[config.mk]
export PLATFORM = sky130hd
export DESIGN_NAME = wb_activity_monitor_flat
export DESIGN_NICKNAME = d
export VERILOG_FILES = /design/src/rtl/wb_activity_monitor_if.sv /design/src/rtl/wb_activity_monitor.sv /design/src/flat_wrapper.sv
export SDC_FILE = /design/constraint.sdc
export NUM_CORES = 1
export LEC_CHECK = 0
export ABC_AREA = 1
export BUFFER_PORTS_ARGS = -buffer_cell sky130_fd_sc_hd__buf_2
export CAP_MARGIN = 25
export CELL_PAD_IN_SITES_DETAIL_PLACEMENT = 1
export CELL_PAD_IN_SITES_GLOBAL_PLACEMENT = 2
export CORE_MARGIN = 3
export CORE_UTILIZATION = 26
export CTS_CLUSTER_DIAMETER = 80
export DETAILED_ROUTE_END_ITERATION = 12
export PLACE_DENSITY = 0.78
export SKIP_LAST_GASP = 1
export SLEW_MARGIN = 20
export SYNTH_ARGS = -nofsm -noshare
export SYNTH_HDL_FRONTEND = slang
export SYNTH_SLANG_ARGS = --single-unit
[constraint.sdc]
create_clock -name clk -period 1.6 [get_ports clk]
set_input_delay 0.16 -clock clk [delete_from_list [all_inputs] [get_ports clk]]
set_output_delay 0.16 -clock clk [all_outputs]
set_load 0.01 [all_outputs]
[src/rtl/wb_activity_monitor_if.sv]
// Wishbone link signal bundles tapped by wb_activity_monitor.
// iWishbone_Ctrl carries the controller-side strobe, direction and data;
// iWishbone_Peri carries the peripheral-side acknowledge. The monitor only
// ever connects through the read-only "mon" modports.
`timescale 1ns/1ps

interface iWishbone_Ctrl #(
    parameter int DW = 32
);
    logic          stb;
    logic          we;
    logic [DW-1:0] dat;

    modport mon (input stb, input we, input dat);
endinterface

interface iWishbone_Peri;
    logic ack;

    modport mon (input ack);
endinterface

[src/rtl/wb_activity_monitor.sv]
// wb_activity_monitor: passive Wishbone activity indicator driving a LED bank.
// LED map: [0] read activity, [1] write activity, [2] transaction pending,
// [3] stall error, [pLeds-1:4] wrapping count of completed transfers.
// Optional feature macro: WB_ACTIVITY_MONITOR_STALL_EN enables the stall
// watchdog (wait counter, forced abandon and sticky bit3). Without it a
// transaction stays pending until acked and bit3 reads 0.
`timescale 1ns/1ps

module wb_activity_monitor #(
    parameter int pLeds     = 8,
    parameter int pStretch  = 16,
    parameter int pTimeout  = 255,
    parameter int pLampTest = 32
) (
    input  logic              clk,
    input  logic              rst,
    iWishbone_Ctrl.mon        wb_c,
    iWishbone_Peri.mon        wb_p,
    output logic [pLeds-1:0]  blinkenlights
);

    localparam int CW = pLeds - 4;
    localparam int SW = $clog2(pStretch + 1);
    // +2 keeps the width non-zero when the lamp test is disabled
    localparam int LW = $clog2(pLampTest + 2);

    typedef enum logic {
        IDLE = 1'b0,
        BUSY = 1'b1
    } state_t;

    state_t          state_q, state_d;
    logic            dir_q, dir_d;
    logic [CW-1:0]   cnt_q, cnt_d;
    logic [SW-1:0]   rd_q, rd_d;
    logic [SW-1:0]   wr_q, wr_d;
    logic [LW-1:0]   lamp_q;
    logic            complete;
    logic            cdir;
    logic            err_bit;
    logic [pLeds-1:0] leds_d;

`ifdef WB_ACTIVITY_MONITOR_STALL_EN
    localparam int TW = $clog2(pTimeout + 1);
    logic [TW-1:0]   wait_q, wait_d;
    logic            err_q, err_d;
`else
    localparam int unused_timeout = pTimeout;
`endif

    // Bus data is tapped but carries no activity information of its own.
    logic unused_dat;
    assign unused_dat = ^wb_c.dat;

    // Tracker next state, completion handling, stretcher countdown and LED image.
    always_comb begin
        state_d  = state_q;
        dir_d    = dir_q;
        cnt_d    = cnt_q;
        rd_d     = (rd_q != '0) ? rd_q - SW'(1) : '0;
        wr_d     = (wr_q != '0) ? wr_q - SW'(1) : '0;
        complete = 1'b0;
        cdir     = dir_q;
`ifdef WB_ACTIVITY_MONITOR_STALL_EN
        wait_d   = wait_q;
        err_d    = err_q;
`endif

        case (state_q)
            IDLE: begin
                if (wb_c.stb) begin
                    dir_d = wb_c.we;
                    if (wb_p.ack) begin
                        // zero-wait transfer: completes without entering BUSY
                        complete = 1'b1;
                        cdir     = wb_c.we;
                    end else begin
                        state_d = BUSY;
`ifdef WB_ACTIVITY_MONITOR_STALL_EN
                        wait_d  = '0;
`endif
                    end
                end
            end
            BUSY: begin
                if (wb_p.ack) begin
                    // ack takes priority over a coinciding timeout
                    complete = 1'b1;
                    state_d  = IDLE;
                end else begin
`ifdef WB_ACTIVITY_MONITOR_STALL_EN
                    wait_d = wait_q + TW'(1);
                    if (wait_q == TW'(pTimeout - 1)) begin
                        err_d   = 1'b1;
                        state_d = IDLE;
                    end
`endif
                end
            end
            default: state_d = IDLE;
        endcase

        if (complete) begin
            cnt_d = cnt_q + CW'(1);
            if (cdir) wr_d = SW'(pStretch);
            else      rd_d = SW'(pStretch);
        end

`ifdef WB_ACTIVITY_MONITOR_STALL_EN
        err_bit = err_d;
`else
        err_bit = 1'b0;
`endif
        leds_d = {cnt_d, err_bit, (state_d == BUSY), (wr_d != '0), (rd_d != '0)};
    end

    // Tracker, counter and stretcher state; everything clears on reset.
    always_ff @(posedge clk) begin
        if (rst) begin
            state_q <= IDLE;
            dir_q   <= 1'b0;
            cnt_q   <= '0;
            rd_q    <= '0;
            wr_q    <= '0;
`ifdef WB_ACTIVITY_MONITOR_STALL_EN
            wait_q  <= '0;
            err_q   <= 1'b0;
`endif
        end else begin
            state_q <= state_d;
            dir_q   <= dir_d;
            cnt_q   <= cnt_d;
            rd_q    <= rd_d;
            wr_q    <= wr_d;
`ifdef WB_ACTIVITY_MONITOR_STALL_EN
            wait_q  <= wait_d;
            err_q   <= err_d;
`endif
        end
    end

    // Lamp-test window and registered LED drive; only the output is masked.
    always_ff @(posedge clk) begin
        if (rst) begin
            lamp_q        <= LW'(pLampTest);
            blinkenlights <= '1;
        end else begin
            if (lamp_q != '0) lamp_q <= lamp_q - LW'(1);
            blinkenlights <= (lamp_q != '0) ? '1 : leds_d;
        end
    end

endmodule

[src/flat_wrapper.sv]
// flat-port wrapper written by rule: the top's interface ports become plain ports
module wb_activity_monitor_flat 
#(
    parameter int pLeds     = 8,
    parameter int pStretch  = 16,
    parameter int pTimeout  = 255,
    parameter int pLampTest = 32
)
  (clk, rst, blinkenlights, wb_c_stb, wb_c_we, wb_c_dat, wb_p_ack);
  iWishbone_Ctrl wb_c_i ();
  iWishbone_Peri wb_p_i ();
  input  logic clk;
  input  logic rst;
  output logic [pLeds-1:0] blinkenlights;
  input wire logic [$bits(wb_c_i.stb)-1:0] wb_c_stb;
  input wire logic [$bits(wb_c_i.we)-1:0] wb_c_we;
  input wire logic [$bits(wb_c_i.dat)-1:0] wb_c_dat;
  input wire logic [$bits(wb_p_i.ack)-1:0] wb_p_ack;
  assign wb_c_i.stb = wb_c_stb;
  assign wb_c_i.we = wb_c_we;
  assign wb_c_i.dat = wb_c_dat;
  assign wb_p_i.ack = wb_p_ack;
  wb_activity_monitor #(.pLeds(pLeds), .pStretch(pStretch), .pTimeout(pTimeout), .pLampTest(pLampTest)) u_core (.clk(clk), .rst(rst), .wb_c(wb_c_i), .wb_p(wb_p_i), .blinkenlights(blinkenlights));
endmodule
=== Word level (Yosys, flattened, before mapping) ===
Cells that the tools add are included.

* Output and inout bits: 8
* Register bits after elaboration: 30
* Word-level logic and storage cells: 37
* Input bits: 37

* Add/subtract/negate cells: 4
* Multiplexer cells: 17
* Bitwise logic cells: 1
* Reduce and logical (&&, ||, !) cells: 7

{| class="wikitable"
|+ Operator list
! kind !! count
|-
| 5-bit two-way mux || 6
|-
| 5-bit nonzero test || 4
|-
| 5-bit by 1-bit subtractor with 5-bit output, second input constant || 2
|-
| 4-bit two-way mux || 2
|-
| 1-bit two-way mux || 7
|-
| 6-bit nonzero test || 1
|-
| 6-bit by 1-bit subtractor with 6-bit output, second input constant || 1
|-
| 4-bit by 1-bit adder with 4-bit output, second input constant || 1
|-
| 1-bit case mux with 2 select lines || 2
|-
| 2-bit AND reduction || 1
|-
| 2-bit OR reduction || 1
|-
| 1-bit NOT || 1
|}

=== Depth between registers and ports, before layout ===
Gate-level depths: netlist of the first run.

* Depth after elaboration: 7
* Depth in mapped cells: 9

=== Worst setup path before layout of the first run ===
No wires, ideal clock.

* Kind: flip-flop to flip-flop
* Start: register u_core.wr_q[0]
* End: register u_core.blinkenlights[1]
* Stages on the path, launching flop included: 9
* Period minus slack after synthesis: 1.169 ns
* Slack: 0.431 ns
* Library setup time: 0.115 ns
* Arrival: 1.054 ns
* Path through: dfxtp_1 -> inv_1 -> ha_1 -> inv_1 -> nor2_1 -> o21ai_0 -> nand3_1 -> nor2_1 -> nand2_1

* Longest elaborated chain between the ends: 5
* Elaborated cells on any way between the ends: 6
* Classes of those cells: add/sub: 1; mux: 3; reduce/logical: 2

{| class="wikitable"
|+ RTL lines
! what !! line !! RTL
|-
| from (decl) || wb_activity_monitor.sv:36 || <nowiki>logic [SW-1:0] wr_q, wr_d;</nowiki>
|-
| from (signal assigned) || wb_activity_monitor.sv:134 || <nowiki>wr_q <= wr_d;</nowiki>
|-
| 5-bit by 1-bit subtractor with 5-bit output or 5-bit nonzero test (tied branches) || wb_activity_monitor.sv:61 || <nowiki>wr_d = (wr_q != '0) ? wr_q - SW'(1) : '0;</nowiki>
|-
| 5-bit two-way mux * || wb_activity_monitor.sv:61 ||
|-
| 5-bit two-way mux || wb_activity_monitor.sv:105 || <nowiki>if (cdir) wr_d = SW'(pStretch);</nowiki>
|-
| 5-bit two-way mux * || wb_activity_monitor.sv:103 || <nowiki>if (complete) begin</nowiki>
|-
| 5-bit nonzero test * || wb_activity_monitor.sv:114 || <nowiki>leds_d = {cnt_d, err_bit, (state_d == BUSY), (wr_d != '0), (rd_d != '0)};</nowiki>
|-
| to (signal assigned) || wb_activity_monitor.sv:149 || <nowiki>blinkenlights <= (lamp_q != '0) ? '1 : leds_d;</nowiki>
|-
| to (decl) || wb_activity_monitor.sv:19 || <nowiki>output logic [pLeds-1:0] blinkenlights</nowiki>
|}

Mark *: on every way between the ends. The rest lies on a longest branch, timed or not.
A chain may end at the register's enable or synchronous reset.

=== Worst setup path in the final report of the first run ===
Ends and elaborated chain as after synthesis.

==> impl_metrics.yaml, run 1 <==
clock_network:
  clkLatencyLatePin_ps: 280
  cts_root_buffer: "clkbuf_8"
  cts_resized: 0
  tritoncts: "done"
  cts_buffers: 5
  post_cts_buffers: 0
  cts_buffer_depth: 2
  postCtsHoldBufs: 0
  clkSlewWorstSetupHoldPaths_ps: 60
  cts-htree-levels: 2
  cts_sinks: 30
sta:
  drv_slew: 0
  fmax_mhz: 746
  rsz0062_at_grt: "false"
  finalCriticalPeriod_ps: 1340
  hold_violations: 0
  min_period_over_period: 0.838
  maxSlewHeadroom: 0.817
  setup_violations: 0
  worstMarginPinSlew_ps: 272
  finalSetupTns_ps: 0
  finClkSkew_ps: 3.97
drt:
  post_drt_wl_per_cell_um: 10.3
  dr.pass1.iters: 4
  first_iter_violations: 28
  vias: 1078
  vias_per_cell: 4.23
  postRouteAntennaNets: 0
  routed_wl_mm: 2.64
  drc: 0
global_routing:
  antenna_found_initial: 0
  use_met3: 0.0296
  top_usage_layer: "met2"
  grt_max_degree: 11
  use_met1: 0.125
  grt_pass1_wl_mm: 4.99
  grtUsageMet2: 0.174
  grt-ovfl-total: 0
  grt_usage: 0.107
  grt_pass1_vias: 1136
final_layout:
  fin_nets: 231
  layout_commonest_cell: "nand2_1"
  area_growth_pct: 17.7
  utilization: 0.332
  final_cell_mix: "39 x nand2_1, 30 x dfxtp_1, 28 x nor2_1, 26 x inv_1, 13 x nand3_1"
  n_fill_cell: 600
  antennaDiodeCount: 0
  final_cell_area_um2: 1510
  drive_gt1_frac: 0.147
critical_path:
  cp_data_arrival_time_ps: 1510
  r2r_slack_ps: 260
  worstSetupPathType: "flop to flop"
  required_ps: 1770
  r2r_cells: 8
  path_max_fanout: 4
  critPathLaunchType: "flop"
  crit_path_end_kind: "flop"
die:
  core-area_um2: 4560
  dieArea_um2: 5830
  die_y_um: 76.3
  die_w_um: 76.3
  ios: 45
  placement_rows: 24
  start_util: 0.282
power_and_ir_drop:
  ir_worst_vdd_uv: 606
  total_power_w: 0.00273
  powerDensity_nw_per_um2: 1800
  leakagePower_nw: 0.675
worst_hold_path:
  holdPathStages: 3
  hp-class: "input port to flop"
placed_design:
  port-buffer-count: 12
  dp_hpwl_mm: 2.07
  dpl_cell_area_um2: 1420
  place.gp.congestion: 0.749
yosys:
  synth_area_leaders: "dfxtp_1 47%, nand2_1 11%, nor2_1 8.2%"
  synthesis.nets: 213
  seq_area_frac_synth: 0.467
  ys_warn_count: 0
  yosys.area.top_type: "dfxtp_1"
  ys_seq_elements: 30
  postSynthCellCount: 171
  syn_area_per_cell_um2: 7.52
  synthDistinctLibCells: 22
  synth_area_um2: 1290
  netlist.area_leader.share: 0.467
run_status:
  status: "completed"
job:
  maxCapViolations: 0
-- path summary, 6_finish.rpt --
kind                   start                      end
max           u_core.wr_q[0]  u_core.blinkenlights[1]
min                  wb_c_we             u_core.dir_q
max reg2reg   u_core.wr_q[0]  u_core.blinkenlights[1]
min reg2reg  u_core.cnt_q[3]  u_core.blinkenlights[7]
-- critical path, stage by stage, from the launching register on --
cell     delay, ps
dfxtp_1        300
inv_1           70
ha_1           240
inv_1           70
nor2_1          30
o21ai_0        260
nand3_1        120
nor2_1         100
nand2_1         50
-- cell families after synthesis --
| family | count (synthesis) | synth area share |
|---|---|---|
| AND/OR/NAND/NOR | 91 | 0.316 |
| XOR/XNOR | 4 | 0.0272 |
| flip-flops | 30 | 0.467 |
| AO/OA/AOI/OAI | 13 | 0.0545 |
| adder cells (fa/ha/maj) | 5 | 0.0486 |
| buffers and inverters | 28 | 0.0866 |
-- state kept, by name (all words and copies together), names as in the netlist --
name                  count
u_core.cnt_q              4
u_core.rd_q               5
u_core.lamp_q             6
u_core.dir_q              1
u_core.wr_q               5
u_core.blinkenlights      8
u_core.state_q            1
-- metrics by stage --
stage | hold slack, ps | std cells | setup WS, ps
after floorplan | 303 | 171 | 431
after global placement | 423 | 247 | 271
after detailed placement | 446 | 247 | 259
after CTS | 147 | 255 | 243
after global routing | 174 | 255 | 59.9
final | 157 | 255 | 259
-- where the power goes --
group	switching, W	total [W]	internal (W)
registers	0.000122	0.00105	0.000926
clock network	0.000272	0.000619	0.000346
logic	0.000662	0.00106	0.000402
-- metal layers --
metal  vias up  part of all wire
met5         -                 0
met4         0             0.019
met3         5             0.030
met2        11              0.47
met1       498              0.48
li1        564                 -
-- layout make-up --
class	count	area [um2]	share of cell area
clock buffer	7	86.3	0.0570
clock inverter	1	5.00	0.00331
inverter	27	106	0.0702
multi-input combinational	113	574	0.379
sequential	30	601	0.397
tap	65	81.3	0.0537
timing repair buffer	12	60.1	0.0397
-- synthesized netlist by cell type --
master / n
nand2_1: 39
dfxtp_1: 30
nor2_1: 28
inv_1: 26
nand3_1: 13
a21oi_1: 5
ha_1: 5
o21ai_0: 5
nand4_1: 2
nor2_2: 2
nor2_4: 2
or2_2: 2
xnor2_1: 2
xor2_1: 2
buf_2: 1
clkinv_4: 1
nand2_2: 1
nand3_4: 1
o21ai_1: 1
o21bai_1: 1
o31ai_1: 1
or2_1: 1
Power figures use the tool's default switching activity.
==> run 2: changes to the inputs <==
- clock period: 1.6 -> 1.35 ns (I/O delays scaled with it)
==> impl_metrics.yaml, run 2 (synthesis results as in run 1) <==
worst_hold_path:
  worstHoldEndpoint: "u_core.dir_q"
  holdPathStages: 3
  worstHoldStart: "wb_c_we"
  hp-class: "input port to flop"
drt:
  wl_met3_um: 79
  vias: 1101
  dr.pass1.iters: 4
  drc: 0
  vias_per_cell: 4.25
  top_layer_used: "met4"
  met2_length_mm: 1.44
  routed_wl_mm: 2.86
  postRouteAntennaNets: 0
  first_iter_violations: 24
  post_drt_wl_per_cell_um: 11.1
  met1_length_mm: 1.29
critical_path:
  r2r-start: "u_core.rd_q[0]"
  worstSetupPathType: "flop to flop"
  crit_path_end_kind: "flop"
  cpPeakStageDelay_ps: 340
  r2r_cells: 9
  regToRegEndpoint: "u_core.blinkenlights[0]"
  crit_family: "simple AND/OR/NAND/NOR gates"
  worst-path-buf-inv: 2
  cp_cell_sequence: "inv_4 > ha_4 > inv_1 > nor2_2 > nand2_2 > nand2_2 > nand3_2 > nor2_2 > nand3_1"
  path_max_fanout: 5
  critPathLaunchType: "flop"
  cp_data_arrival_time_ps: 1430
  r2r_slack_ps: 80
  cp_slowest_cell: "dfxtp_2"
  required_ps: 1520
placed_design:
  dp_hpwl_mm: 2.07
  dpl_cell_area_um2: 1420
  port-buffer-count: 12
  place.gp.congestion: 0.749
die:
  start_util: 0.282
  die_y_um: 76.3
  placement_rows: 24
  ios: 45
  core-area_um2: 4560
  dieArea_um2: 5830
  die_w_um: 76.3
final_layout:
  fin_nets: 235
  final_cell_mix: "34 x nand2_1, 28 x dfxtp_1, 26 x nor2_1, 23 x inv_1, 12 x buf_2"
  antennaDiodeCount: 0
  largest_register: "u_core.blinkenlights"
  n_fill_cell: 593
  layout_commonest_cell: "nand2_1"
  final_cell_area_um2: 1610
  drive_gt1_frac: 0.258
  largestRegisters: "u_core.blinkenlights: 8 flops, u_core.lamp_q: 6 flops"
  largest_register_ffs: 8
  area_growth_pct: 25.2
  utilization: 0.353
clock_network:
  clkSlewWorstSetupHoldPaths_ps: 60
  clkLatencyLatePin_ps: 280
  cts_sinks: 30
  tritoncts: "done"
  cts_buffers: 5
  cts_buffer_depth: 2
  cts_root_buffer: "clkbuf_8"
  cts-htree-levels: 2
sta:
  finalSetupTns_ps: 0
  setup_violations: 0
  worstMarginPinSlew_ps: 214
  maxSlewHeadroom: 0.856
  min_period_over_period: 0.937
  fmax_mhz: 790
  hold_violations: 0
  rsz0062_at_grt: "true"
  drv_slew: 0
  finClkSkew_ps: 4.05
  finalCriticalPeriod_ps: 1270
  holdWs_ps: 130
run_status:
  status: "completed"
global_routing:
  grt_pass1_vias: 1135
  grt-ovfl-total: 0
  grt_pass1_wl_mm: 5.00
  antenna_found_initial: 0
  grt_max_degree: 11
  grt_usage: 0.107
power_and_ir_drop:
  leakagePower_nw: 0.701
  powerDensity_nw_per_um2: 2260
  ir_worst_vdd_uv: 731
job:
  maxCapViolations: 0
run 2: tightest hold or removal path, cell delays in order:
cell and delay [ps]:
buf_2 110, nand2_1 60, a21oi_1 50
run 2: report_power, final:
part	total [W]	switching, W	internal, W
registers	0.00127	0.000167	0.00110
logic	0.00163	0.000947	0.000679
clock network	0.000736	0.000326	0.000410
total	0.00363	0.00144	0.00219
run 2: metrics by stage:
| step | worst slack, ps | cells | power (W) |
|---|---|---|---|
| after floorplan | 181 | 171 | 0.00225 |
| after global placement | 20.5 | 247 | 0.00248 |
| after detailed placement | 9.50 | 247 | 0.00255 |
| after CTS | 17.6 | 255 | 0.00333 |
| after global routing | -33.5 | 259 | 0.00401 |
| final | 84.9 | 259 | 0.00363 |
run 2: worst max-delay path by stage:
stage,slack (ps),from,cells past startpoint,end
after floorplan,180,u_core.wr_q[0],8,u_core.blinkenlights[1]
after global placement,20,u_core.wr_q[0],8,u_core.blinkenlights[1]
after detailed placement,9,u_core.wr_q[0],8,u_core.blinkenlights[1]
after CTS,20,u_core.rd_q[0],9,u_core.blinkenlights[0]
after global routing,-30,u_core.rd_q[0],9,u_core.blinkenlights[0]
final,80,u_core.rd_q[0],9,u_core.blinkenlights[0]
run 2: layout make-up:
type	count	area [um2]	share of cell area
Clock inverter	1	5.00	0.00311
Clock buffer	7	86.3	0.0536
Tap cell	65	81.3	0.0505
Sequential cell	30	603	0.375
Timing Repair Buffer	16	90.1	0.0559
Inverter	27	111	0.0692
Multi-Input combinational cell	113	633	0.393
run 2: layer usage:
layer  vias up  track usage
li1        572            -
met2        13        0.174
met4         0       0.0616
met3         5       0.0296
met5         -            0
met1       511        0.125
run 2: what timing repair did:
item / 4_1_cts / 5_1_grt
setup buffers: 0 / 4
hold buffers: 0 / 0
endpoints found under the setup margin: 2 / 11
pin swaps: 0 / 8
gates resized for setup: 2 / 21
cloned: 0 / 0
==> run 3: changes to the inputs <==
- clock period: 1.35 -> 1.2 ns (I/O delays scaled with it)
==> impl_metrics.yaml, run 3 (synthesis results as in run 1) <==
sta:
  finalCriticalPeriod_ps: 1190
  finalSetupTns_ps: 0
  rsz0062_at_grt: "true"
  maxSlewHeadroom: 0.838
  finClkSkew_ps: 2.73
  setup_violations: 0
  drv_slew: 0
  min_period_over_period: 0.995
  fmax_mhz: 837
  worstMarginPinSlew_ps: 240
  hold_violations: 0
final_layout:
  antennaDiodeCount: 0
  drive_gt1_frac: 0.383
  n_fill_cell: 580
  fin_nets: 250
  final_cell_area_um2: 1780
  final_cell_mix: "29 x nand2_1, 25 x dfxtp_1, 24 x nor2_1, 21 x inv_1, 19 x buf_4"
  largestRegisters: "u_core.blinkenlights: 8 flops, u_core.lamp_q: 6 flops"
  largest_register_ffs: 8
  layout_commonest_cell: "nand2_1"
  area_growth_pct: 38.2
  largest_register: "u_core.blinkenlights"
global_routing:
  antenna_found_initial: 0
  grt_pass1_vias: 1281
  grt_pass1_wl_mm: 5.64
  grt_max_degree: 10
  grt-ovfl-total: 0
  grt_usage: 0.119
clock_network:
  cts_sinks: 30
  cts_buffers: 5
  clkLatencyLatePin_ps: 280
  cts_root_buffer: "clkbuf_8"
  cts_buffer_depth: 2
  tritoncts: "done"
  cts-htree-levels: 2
  clkSlewWorstSetupHoldPaths_ps: 60
drt:
  routed_wl_mm: 3.09
  dr.pass1.iters: 4
  postRouteAntennaNets: 0
  vias_per_cell: 4.22
  vias: 1155
  post_drt_wl_per_cell_um: 11.3
  drc: 0
  first_iter_violations: 33
die:
  start_util: 0.282
  dieArea_um2: 5830
  ios: 45
  core-area_um2: 4560
  die_w_um: 76.3
  die_y_um: 76.3
  placement_rows: 24
worst_hold_path:
  holdPathStages: 3
  worstHoldStart: "wb_c_we"
  worstHoldEndpoint: "u_core.dir_q"
  hp-class: "input port to flop"
critical_path:
  r2r-start: "u_core.rd_q[1]"
  path_max_fanout: 5
  r2r_slack_ps: 6
  cp_slowest_cell: "dfxtp_2"
  cp_data_arrival_time_ps: 1360
  worst-path-buf-inv: 2
  cp_cell_sequence: "inv_2 > ha_4 > inv_2 > nor2_2 > nand2_2 > nand2_2 > nand3_2 > nor2_2 > nand3_1"
  worstSetupPathType: "flop to flop"
  critPathLaunchType: "flop"
  cpPeakStageDelay_ps: 310
  regToRegEndpoint: "u_core.blinkenlights[0]"
  crit_path_end_kind: "flop"
  required_ps: 1360
  r2r_cells: 9
  crit_family: "simple AND/OR/NAND/NOR gates"
power_and_ir_drop:
  powerDensity_nw_per_um2: 2610
  ir_worst_vdd_uv: 798
  leakagePower_nw: 0.785
placed_design:
  port-buffer-count: 12
  dpl_cell_area_um2: 1510
  place.gp.congestion: 0.754
  dp_hpwl_mm: 2.22
job:
  maxCapViolations: 0
run_status:
  status: "completed"
## run 3: cell count changes in the layout (fill, tap and decap cells not counted), moves of 3 or more
cell     delta
buf_4      +15
nand2_1     -5
nand2_2     +4
dfxtp_1     -3
dfxtp_2     +3
inv_2       +3
## run 3: layout make-up
cell class	count	area [um2]	share of cell area
multi-input cells	113	687	0.386
well taps	65	81.3	0.0457
flip-flops and latches	30	607	0.341
inverters	27	109	0.0612
repair buffers	31	203	0.114
clock buffers	7	86.3	0.0486
clock inverters	1	5.00	0.00281
## run 3: timing repair
item,CTS,global route
pin swaps,8,10
cloned,0,0
gates resized for setup,25,17
hold buffers,0,0
setup endpoints to repair,16,19
hold endpoints to repair,0,0
setup buffers,5,3
## run 3: layer usage
metal	part of all wire	track usage	wire [um]
met1	0.44	0.130	1350
met2	0.52	0.210	1610
met3	0.034	0.0461	106
met4	0.0094	0.0417	29
met5	0	0	0
## run 3: worst max path at each step
stage	startpoint	cells past startpoint	slack [ps]	endpoint
CTS	u_core.rd_q[0]	9	-40	u_core.blinkenlights[0]
detailed placement	u_core.wr_q[1]	8	-140	u_core.blinkenlights[1]
finish	u_core.rd_q[1]	9	6	u_core.blinkenlights[0]
global route	u_core.rd_q[1]	9	-80	u_core.blinkenlights[0]
global placement	u_core.wr_q[1]	8	-100	u_core.blinkenlights[1]
floorplan	u_core.wr_q[0]	8	30	u_core.blinkenlights[1]
## run 3: stage by stage
step           utilization  total power (W)  setup slack [ps]  instances  hold WS (ps)
3_3_place_gp         0.330          0.00303              -102        258           382
6_report             0.390          0.00465              5.86        274           131
2_1_floorplan            -          0.00253              31.4        171           263
3_5_place_dp         0.330          0.00314              -135        258           409
5_1_grt              0.390          0.00511             -84.4        274           125
4_1_cts              0.374          0.00447             -39.6        271           116
## run 3: report_power, final
group	internal, W	switching (W)
Combinational	0.00113	0.00126
Sequential	0.00125	0.000185
Clock	0.000462	0.000360
Total	0.00284	0.00181
## run 3: worst register-to-register path, stage by stage (launching register included)
cell	delay (ps)
dfxtp_2	310
inv_2	90
ha_4	130
inv_2	30
nor2_2	80
nand2_2	120
nand2_2	100
nand3_2	80
nor2_2	80
nand3_1	60
